===== src/rtl/alu_cmd_ctrl.sv =====
// alu_cmd_ctrl: byte-command sequencer feeding an external ALU and returning its result as two bytes (optional frame timeout: ALU_CMD_TIMEOUT_EN)
module alu_cmd_ctrl #(
  parameter int DATA_WIDTH     = 8,
  parameter int FUN_WIDTH      = 4,
  parameter int TIMEOUT_CYCLES = 1024
) (
  input  logic                    clk,
  input  logic                    rst,
  input  logic [DATA_WIDTH-1:0]   rx_data,
  input  logic                    rx_valid,
  output logic [DATA_WIDTH-1:0]   alu_a,
  output logic [DATA_WIDTH-1:0]   alu_b,
  output logic [FUN_WIDTH-1:0]    alu_fun,
  output logic                    alu_en,
  input  logic [2*DATA_WIDTH-1:0] alu_out,
  input  logic                    alu_out_vld,
  output logic [DATA_WIDTH-1:0]   tx_data,
  output logic                    tx_valid,
  input  logic                    tx_ready,
  output logic                    busy,
  output logic                    err
);
  typedef enum logic [2:0] {IDLE, GET_A, GET_B, GET_FUN, ALU_RUN, ALU_WAIT, TX_LO, TX_HI} state_t;
  localparam logic [DATA_WIDTH-1:0] OP_FULL  = DATA_WIDTH'(8'hCC);
  localparam logic [DATA_WIDTH-1:0] OP_REUSE = DATA_WIDTH'(8'hDD);
  state_t state, next;
  logic [2*DATA_WIDTH-1:0] result;
  logic err_next, tmo, xfer;
  assign xfer = tx_valid && tx_ready;
`ifdef ALU_CMD_TIMEOUT_EN
  localparam int CW = $clog2(TIMEOUT_CYCLES + 1);
  logic [CW-1:0] cnt;
  logic get;
  assign get = state inside {GET_A, GET_B, GET_FUN};
  assign tmo = get && !rx_valid && cnt == CW'(TIMEOUT_CYCLES - 1);
  // counts idle clocks inside a frame; any accepted byte or leaving the GET states restarts it
  always_ff @(posedge clk or negedge rst)
    if (!rst) cnt <= '0;
    else      cnt <= (get && !rx_valid && !tmo) ? cnt + 1'b1 : '0;
`else
  assign tmo = 1'b0;
`endif
  // state register
  always_ff @(posedge clk or negedge rst)
    if (!rst) state <= IDLE;
    else      state <= next;
  // next state and error detection; bytes arriving outside IDLE/GET states are dropped as errors
  always_comb begin
    next     = state;
    err_next = 1'b0;
    case (state)
      IDLE: if (rx_valid) begin
        next     = rx_data == OP_FULL ? GET_A : rx_data == OP_REUSE ? GET_FUN : IDLE;
        err_next = rx_data != OP_FULL && rx_data != OP_REUSE;
      end
      GET_A:    next = rx_valid ? GET_B   : tmo ? IDLE : state;
      GET_B:    next = rx_valid ? GET_FUN : tmo ? IDLE : state;
      GET_FUN:  next = rx_valid ? ALU_RUN : tmo ? IDLE : state;
      ALU_RUN:  next = ALU_WAIT;
      ALU_WAIT: next = alu_out_vld ? TX_LO : state;
      TX_LO:    next = xfer ? TX_HI : state;
      TX_HI:    next = xfer ? IDLE : state;
      default:  next = IDLE;
    endcase
    if (state inside {GET_A, GET_B, GET_FUN}) err_next = tmo;
    if (state inside {ALU_RUN, ALU_WAIT, TX_LO, TX_HI}) err_next = rx_valid;
  end
  // operand, function and result capture; operands persist across frames for 0xDD reuse
  always_ff @(posedge clk or negedge rst)
    if (!rst) begin
      alu_a   <= '0;
      alu_b   <= '0;
      alu_fun <= '0;
      result  <= '0;
      err     <= 1'b0;
    end else begin
      err <= err_next;
      if (rx_valid && state == GET_A)   alu_a   <= rx_data;
      if (rx_valid && state == GET_B)   alu_b   <= rx_data;
      if (rx_valid && state == GET_FUN) alu_fun <= rx_data[FUN_WIDTH-1:0];
      if (alu_out_vld && state == ALU_WAIT) result <= alu_out;
    end
  // outputs decoded from state; tx_data is a mux of the held result so it stays stable while stalled
  always_comb begin
    alu_en   = state == ALU_RUN;
    tx_valid = state == TX_LO || state == TX_HI;
    busy     = state != IDLE;
    tx_data  = state == TX_LO ? result[DATA_WIDTH-1:0] :
               state == TX_HI ? result[2*DATA_WIDTH-1:DATA_WIDTH] : '0;
  end
endmodule


===== config.mk =====
export PLATFORM = sky130hd
export DESIGN_NAME = alu_cmd_ctrl
export DESIGN_NICKNAME = d
export VERILOG_FILES = /design/src/rtl/alu_cmd_ctrl.sv
export SDC_FILE = /design/constraint.sdc
export NUM_CORES = 1
export LEC_CHECK = 0
export CORE_MARGIN = 2
export CORE_UTILIZATION = 40
export DETAILED_ROUTE_END_ITERATION = 16
export GPL_TIMING_DRIVEN = 1
export MAX_ROUTING_LAYER = met4
export PLACE_DENSITY = 0.76
export SYNTH_ARGS = -nofsm -noshare
export SYNTH_HDL_FRONTEND = slang
export SYNTH_SLANG_ARGS = --single-unit

===== constraint.sdc =====
create_clock -name clk -period 1.81 [get_ports clk]
set_input_delay 0.181 -clock clk [delete_from_list [all_inputs] [get_ports clk]]
set_output_delay 0.181 -clock clk [all_outputs]
set_load 0.03 [all_outputs]

==> impl_results.md <==
* Status: completed
* Worst reg2reg path endpoint: result[6]
* Vias/cell at 4.99
* Combinational Power Share at 18.2%
* Post-CTS Setup Repair Bufs at 0
* Largest net degree at the start of global routing at 41
* Crit. End Element: primary output
* Clk_lat worst skew at 280 ps
* Placer congestion estimate at 0.764
* Cell Area, Synth at 0.00180 mm2
* CTS buffer count at 5
* H-tree Lvls at 2
* Most frequent cells in the layout: clkdlybuf4s50_1, dfrtp_1, mux2_2
* Type of origin of the critical path: flop
* Drt drc at 0
* Hold crit path type: input pin to asynchronous set/reset pin
* Rel. slew slack at 67.0%
* Cell variety after synth at 30
* CTS tree: yes
* Reg-to-reg startpoint: state[0]
* Final hold vios at 0
* Overflow after GRT at 0
* Worst reg2reg setup slack at 160 ps
* Root Driver: clkbuf_8
* Initial core utilization at 41.3%
* Flop and latch count out of synthesis at 40
* ANT nets after route at 0
* Max clock buf depth at 2
* FF-to-FF path depth at 3
* Number of synthesized flops with an enable pin at 0
* Vias in the first global route at 1,288
* CP max FO at 12
* Sequential fraction of the synthesis area at 55.7%
* Die W at 71.0 um
* Synthesis-to-layout area growth at 41.8%
* Pins Over Slew Limit at 0
* Period utilization at 92.2%
* Pre-antenna DRT Iters at 4
* Syn Area/Cell at 13.6 um2
* Synthesized Nets at 161
* First-pass GRT wire length at 6.47 mm
* Worst-margin pin slew at 495 ps
* Post-DP HPWL at 3.06 mm
* Final min period at 1670 ps
* CP required at 1630 ps
* Sw frac at 24.8%
* Clock share of power at 31.9%
* I/O Buffers at 60
* Ys Warns at 0
* Final WL at 4.00 mm
* Die area at 0.00505 mm2
* RSZ-0062 raised after global routing: no
* Power Internal at 1.45 mW
* Nets at 229
* Initial antenna violation count at 0
* Clock sink total at 40
* Die Ht at 71.0 um
* Ant. Diodes at 0
* Wirelength per Cell at 15.9 um
* Worst setup path category: flop to primary output
* Commonest non-fill, non-tap cell in the layout: clkdlybuf4s50_1
* Mapped Cells at 132
* FMAX at 599 MHz
* Net switching power figure at 479 uW
* CTS clk-pin slew, worst paths at 70 ps
* Critical Path Start: state[2]
* Fillers at 351
* Site Rows at 24
* Arrival time at the worst endpoint at 1490 ps
* Layout cells sized above 1 at 33.5%
* Setup_tns at 0 ps
* Vias after detailed routing at 1,258
* Overall Global Routing Usage at 17.6%
* Core footprint at 0.00435 mm2
* Max IR drop VDD at 0.429 mV
* Maxcap violations at 0
* Pleak at 1.22 nW
* Critical path endpoint: busy
* Worst Skew at 6.87 ps
* Power density over the cells at 759 mW/mm2
* Endpoints failing setup at 0
* Sequential power share at 49.8%
* Top Ports at 61
* Detailed Route Iter0 Violations at 99
* Finished Core Util at 58.5%
* Async SR Flop Fraction at 100%
* Top FF cell, synth: dfrtp_1
[registers in the layout, indices dropped and copies added, names as in the netlist]
register,flops
state,3
result,16
err,1
alu_a,8
alu_fun,4
alu_b,8
[worst max-delay path, cell delays in order (launching register included)]
cell	delay (ps)
dfrtp_1	420
buf_4	190
or3_1	410
buf_4	190
[through the flow]
step	hold slack (ps)	total power [mW]	area, um2	std cells	setup slack (ps)
after floorplan	-115	1.13	1800	132	292
after global placement	250	1.32	2440	244	137
after detailed placement	268	1.34	2440	244	107
after CTS	490	1.96	2550	252	14.9
after global routing	500	2.03	2550	252	19.9
final	474	1.93	2550	252	141
[timing repair]
action,4_1_cts,5_1_grt
endpoints found under the setup margin,0,1
hold buffers,1,0
gates resized for setup,0,1
hold endpoints to repair,40,0
[cell families (layout without fill, tap and decap cells)]
logic type / after synthesis / count (layout) / synth area share [%]
compound gates: 9 / 9 / 3.62
xor+xnor: 3 / 3 / 1.46
buf+inv: 10 / 78 / 3.20
flops: 40 / 40 / 55.7
mux: 44 / 44 / 27.8
simple gates: 26 / 26 / 8.21
[how the worst min path moves through the flow]
stage	start	endpoint	slack, ps	depth (start not counted)
3_5_place_dp	rst	result[1]	270	2
2_1_floorplan	rst	alu_a[0]	-110	0
6_report	rst	result[1]	470	3
4_1_cts	rst	alu_fun[0]	490	3
3_3_place_gp	rst	result[9]	250	2
5_1_grt	alu_out[1]	result[1]	500	2
[power groups by stage]
stage	registers [mW]	clock network, mW	logic [mW]
2_1_floorplan	1.07	0	0.0574
3_3_place_gp	0.979	0	0.345
3_5_place_dp	0.982	0	0.355
4_1_cts	0.965	0.640	0.358
5_1_grt	0.969	0.686	0.371
6_report	0.964	0.618	0.352
[cells in the mapped netlist, drive strengths merged, types with 2 or more instances]
| cell | number | share of area [%] |
|---|---|---|
| or3 | 2 | 0.70 |
| dfrtp | 40 | 56 |
| mux2 | 36 | 23 |
| nor2 | 8 | 1.7 |
| nor3 | 2 | 1.1 |
| buf | 6 | 2.4 |
| a311oi | 2 | 0.97 |
| nand2 | 6 | 1.3 |
| inv | 3 | 0.63 |
| mux2i | 8 | 4.5 |
| a21oi | 2 | 0.56 |
| xor2 | 2 | 0.97 |
[per-layer routing]
metal | GRT usage (%) | wire length (um)
met4 | 5.03 | 26
met1 | 20.7 | 1690
met5 | - | 0
met2 | 28.3 | 2140
met3 | 6.41 | 144
[layout make-up]
cell class | instances | area, um2 | share of cell area [%]
multi-input combinational | 82 | 739 | 29.0
inverter | 3 | 11.3 | 0.442
timing repair buffer | 68 | 636 | 24.9
sequential | 40 | 1000 | 39.3
clock buffer | 7 | 96.3 | 3.78
tap | 52 | 65.1 | 2.55
(Power assumes the default switching activity.)
==> edit 1 (config.mk and constraints unchanged) <==
Add a define of `ALU_CMD_TIMEOUT_EN`.
--- a/src/rtl/alu_cmd_ctrl.sv
+++ b/src/rtl/alu_cmd_ctrl.sv
@@ -1,2 +1,4 @@
 // alu_cmd_ctrl: byte-command sequencer feeding an external ALU and returning its result as two bytes (optional frame timeout: ALU_CMD_TIMEOUT_EN)
+`define ALU_CMD_TIMEOUT_EN
+
 module alu_cmd_ctrl #(
Function: no difference found for any inputs over 10 cycles, from zero or initial values and one cycle with rst low; that may be too few to reach the edited logic, so the function may still have changed.
==> edit 1 against the original RTL <==
Final cell count rose by 31%. Cell area up 22%. Worst setup slack got worse by 0.0078 ns. Global-route usage is 1.1 points lower. Routed wire length rose by 18%. Synthesized cell count up 42%. Synthesized area up 28%. Via count grew 31%. Power increased to 2.6 times the old value. Sequential cell count increased by 11. Fmax down 0.46%. Critical path type unchanged.
==> edit 1: results (changes against the original RTL) <==
<table>
<tr><th>Metric</th><th>Value</th></tr>
<tr><th colspan="2">Route</th></tr>
<tr><td>Routed WL per cell</td><td>14.2 um (-10%)</td></tr>
<tr><td>Starting DRC count in detailed routing</td><td>74 (-25%)</td></tr>
<tr><td>Detailed-routing wirelength on met1</td><td>2110 um (+25%)</td></tr>
<tr><td>Average vias per placed instance</td><td>4.98 (-0.20%)</td></tr>
<tr><td>Met2 Routed Length</td><td>2190 um (+2.1%)</td></tr>
<tr><td>Met3 wirelength from detailed routing</td><td>330 um (+130%)</td></tr>
<tr><th colspan="2">Logic synthesis</th></tr>
<tr><td>Average footprint of a synthesized cell</td><td>12.4 um2 (-9.3%)</td></tr>
<tr><td>Synth cell count leaders</td><td>dfrtp_1, mux2_2, nor2_1</td></tr>
<tr><td>Synth unique cells</td><td>37 (+23%)</td></tr>
<tr><td>Synth area leaders</td><td>dfrtp_1, mux2_2, mux2i_1</td></tr>
<tr><td>Number of nets in the synthesized netlist</td><td>217 (+35%)</td></tr>
<tr><th colspan="2">Power and ir drop</th></tr>
<tr><td>Combinational logic power</td><td>0.00241 W (+580%)</td></tr>
<tr><td>Leak Pwr</td><td>1.37 nW (+12%)</td></tr>
<tr><td>IR drop worst, VDD</td><td>0.00114 V (+160%)</td></tr>
<tr><td>Net switching power</td><td>0.00194 W (+300%)</td></tr>
<tr><th colspan="2">Placed design</th></tr>
<tr><td>Dpl hpwl</td><td>3300 um (+8.1%)</td></tr>
<tr><td>Number of instances in the placed design</td><td>322 (+32%)</td></tr>
<tr><td>Routability congestion estimate</td><td>0.776 (+1.5%)</td></tr>
<tr><td>Cell Area, Placed</td><td>3010 um2 (+23%)</td></tr>
<tr><th colspan="2">Timing</th></tr>
<tr><td>Slew at the pin closest to its max-slew limit</td><td>0.641 ns (+0.146 ns)</td></tr>
<tr><th colspan="2">Cells and area</th></tr>
<tr><td>Layout cell share with drive strength beyond 1</td><td>0.286 (-0.0493)</td></tr>
<tr><td>Fin nets</td><td>288 (+26%)</td></tr>
<tr><th colspan="2">Min path</th></tr>
<tr><td>Class of the tightest hold or removal check</td><td>primary input to flip-flop</td></tr>
<tr><th colspan="2">Clocking</th></tr>
<tr><td>Clock transition at the register clock pins on the worst setup and hold paths after CTS</td><td>0.09 ns (+0.02 ns)</td></tr>
<tr><th colspan="2">GRT</th></tr>
<tr><td>Global-route wire length before repair</td><td>7950 um (+23%)</td></tr>
<tr><td>Met1 usage</td><td>0.211 (+0.00424)</td></tr>
<tr><th colspan="2">Critical path</th></tr>
<tr><td>Setup slack of the worst register-to-register path</td><td>0.22 ns (+0.06 ns)</td></tr>
<tr><td>Worst setup startpoint</td><td>state[0]</td></tr>
<tr><td>Worst reg2reg path startpoint</td><td>cnt[0]</td></tr>
<tr><th colspan="2">Status</th></tr>
<tr><td>Status</td><td>finished clean</td></tr>
</table>
==> edit 1: changes by cell type after synthesis, moves of 3 or more <==
cell,delta
nand3_1,+5
nand4_1,+3
nor2_1,+12
xor2_1,+5
mux2_4,-4
nand2_1,+6
dfrtp_1,+11
mux2_2,+3
o21ai_0,+3
==> edit 1: what timing repair did <==
action                                 in CTS  in global routing
gates resized for setup                     1                  4
hold buffers                                1                  0
setup endpoints to repair                   8                 24
endpoints found under the hold margin      41                  0
==> edit 1: kinds of logic after synthesis <==
kind of cell | Yosys count | share of synthesized area
buffers and inverters | 11 | 0.0244
multiplexers | 43 | 0.205
XOR/XNOR | 10 | 0.0379
AO/OA/AOI/OAI | 11 | 0.0325
adder cells (fa/ha/maj) | 1 | 0.00542
flip-flops | 51 | 0.553
AND/OR/NAND/NOR | 60 | 0.142
==> edit 1: worst max-delay path, stage by stage, from the launching register on <==
cell     delay [ns]
dfrtp_2        0.50
buf_4          0.25
mux2i_1        0.20
nor2_1         0.06
buf_4          0.17
==> edit 1: worst max path at each step <==
stage | to | slack, ns | cells past startpoint
3_5_place_dp | alu_a[0] | 0.08 | 5
4_1_cts | tx_data[0] | 0.007 | 4
6_report | tx_data[3] | 0.13 | 4
5_1_grt | tx_data[5] | 0.02 | 4
3_3_place_gp | result[11] | 0.08 | 3
2_1_floorplan | tx_data[0] | 0.27 | 4
==> edit 1: area by class of cell <==
class                      instances  area, um2
clock inverter                     2       12.5
inverter                           3       11.3
clock buffer                       6       72.6
tap                               72       90.1
fill                             499       2420
multi-input combinational        125        988
timing repair buffer              72        661
sequential                        51       1280
==> edit 1: per-stage QoR <==
step / worst slack, ns / util
floorplan: 0.274 / -
global placement: 0.0800 / 0.542
detailed placement: 0.0754 / 0.542
CTS: 0.00658 / 0.560
global route: 0.0212 / 0.562
finish: 0.133 / 0.562
==> edit 2 (same flow settings) <==
Without the edit above. Register the output `err` once more, without a reset; this adds one clock of latency there. The other outputs are not delayed to match.
--- a/src/rtl/alu_cmd_ctrl.sv
+++ b/src/rtl/alu_cmd_ctrl.sv
@@ -25,2 +25,4 @@
   localparam logic [DATA_WIDTH-1:0] OP_REUSE = DATA_WIDTH'(8'hDD);
+
+  logic err_s0;
   state_t state, next;
@@ -74,5 +76,5 @@
       result  <= '0;
-      err     <= 1'b0;
+      err_s0  <= 1'b0;
     end else begin
-      err <= err_next;
+      err_s0 <= err_next;
       if (rx_valid && state == GET_A)   alu_a   <= rx_data;
@@ -90,2 +92,6 @@
   end
+  always_ff @(posedge clk) begin
+    err <= err_s0;
+  end
+
 endmodule
Behaviour: not the same (Yosys sat finds a counterexample within 4 cycles, from zero or initial values and one cycle with rst low).
==> edit 2 against the original RTL <==
Sequential cell count grew 1. Power grew 2.1%. Combinational power is essentially flat. Worst setup slack lost 0.071 ns. Synthesized area grew 1.1%. Cell area grew 1.1%. Routed wire length grew 6.3%.
==> edit 2: results (changes against the original RTL) <==
<table>
<tr><th>Metric</th><th>Value</th></tr>
<tr><th colspan="2">Status</th></tr>
<tr><td>Status</td><td>finished clean</td></tr>
<tr><th colspan="2">Cells and area</th></tr>
<tr><td>FILL cells</td><td>352 (+0.28%)</td></tr>
<tr><td>Fin nets</td><td>231 (+0.87%)</td></tr>
<tr><td>Buffers excl. clock</td><td>69 (+1.5%)</td></tr>
<tr><td>Clock-cell share</td><td>0.0393 (+0.00152)</td></tr>
<tr><td>Layout area overhead</td><td>41.8% (about the same)</td></tr>
<tr><td>Area occupied by registers</td><td>1020 um2 (+2.0%)</td></tr>
<tr><td>Non-clock buffer share</td><td>0.248 (-0.00133)</td></tr>
<tr><th colspan="2">Logic synthesis</th></tr>
<tr><td>Async SR Flop Fraction</td><td>0.976 (-0.0244)</td></tr>
<tr><td>Sequential area share after synthesis</td><td>0.562 (+0.00488)</td></tr>
<tr><td>Number of synthesized register bits</td><td>41 (+2.5%)</td></tr>
<tr><td>Average footprint of a synthesized cell</td><td>13.7 um2 (+0.35%)</td></tr>
<tr><td>Multiplexer share of the synthesized area</td><td>0.275 (-0.00307)</td></tr>
<tr><th colspan="2">Timing</th></tr>
<tr><td>Worst setup skew after layout</td><td>0.00224 ns (-0.00462 ns)</td></tr>
<tr><td>Slew at the pin closest to its max-slew limit</td><td>0.628 ns (+0.133 ns)</td></tr>
<tr><th colspan="2">Placed design</th></tr>
<tr><td>Post-placement setup slack</td><td>0.0335 ns (-0.0735 ns)</td></tr>
<tr><td>Routability congestion estimate</td><td>0.860 (+13%)</td></tr>
<tr><th colspan="2">Power and ir drop</th></tr>
<tr><td>PwrDens</td><td>766 nW/um2 (+0.99%)</td></tr>
<tr><td>Internal power contribution</td><td>0.00148 W (+2.0%)</td></tr>
<tr><td>Clock network power</td><td>0.000635 W (+3%)</td></tr>
<tr><td>Leak Pwr</td><td>1.22 nW (+0.27%)</td></tr>
<tr><th colspan="2">GRT</th></tr>
<tr><td>Total track usage</td><td>0.184 (+0.00819)</td></tr>
<tr><td>Global-route wire length before repair</td><td>7010 um (+8.4%)</td></tr>
<tr><td>Maximum number of pins on one net before global-route repair</td><td>29 (-29%)</td></tr>
<tr><th colspan="2">Critical path</th></tr>
<tr><td>Critical path fanouts, max</td><td>8 (-4)</td></tr>
<tr><td>Worst reg2reg path startpoint</td><td>state[1]</td></tr>
<tr><td>Crit-path max cell delay</td><td>0.47 ns (+0.05 ns)</td></tr>
<tr><th colspan="2">Route</th></tr>
<tr><td>Number of iterations in the first detailed-routing pass</td><td>6 (+2)</td></tr>
<tr><td>Routed via count</td><td>1300 (+3.3%)</td></tr>
<tr><th colspan="2">Min path</th></tr>
<tr><td>Class of the tightest hold or removal check</td><td>flip-flop to flip-flop</td></tr>
</table>
[edit 2: worst paths after layout]
| check | slack (ns) | to |
|---|---|---|
| worst min-delay path | 0.36 | err |
| worst max-delay path | 0.07 | busy |
| worst min register to register | 0.36 | err |
| max in group asynchronous | 0.79 | alu_fun[2] |
| min in group asynchronous | 0.45 | result[11] |
| worst max register to register | 0.14 | result[7] |
[edit 2: routing by layer]
layer  vias to the layer above  share of wire  GRT usage
met5                         -              0          -
met4                         0          0.018     0.0587
li1                        613              -          -
met2                        28           0.52      0.297
met3                         7          0.033     0.0366
met1                       652           0.43      0.233
[edit 2: logic make-up (layout without fill, tap and decap cells)]
kind of cell,after synthesis,count (layout)
AO/OA/AOI/OAI,9,9
XOR/XNOR,3,3
buffers and inverters,10,80
flip-flops,41,41
multiplexers,44,44
AND/OR/NAND/NOR,26,26
[edit 2: repair_timing]
action | 4_1_cts | 5_1_grt
hold buffers | 1 | 0
gates resized for setup | 1 | 0
setup endpoints to repair | 1 | 0
endpoints found under the hold margin | 26 | 0
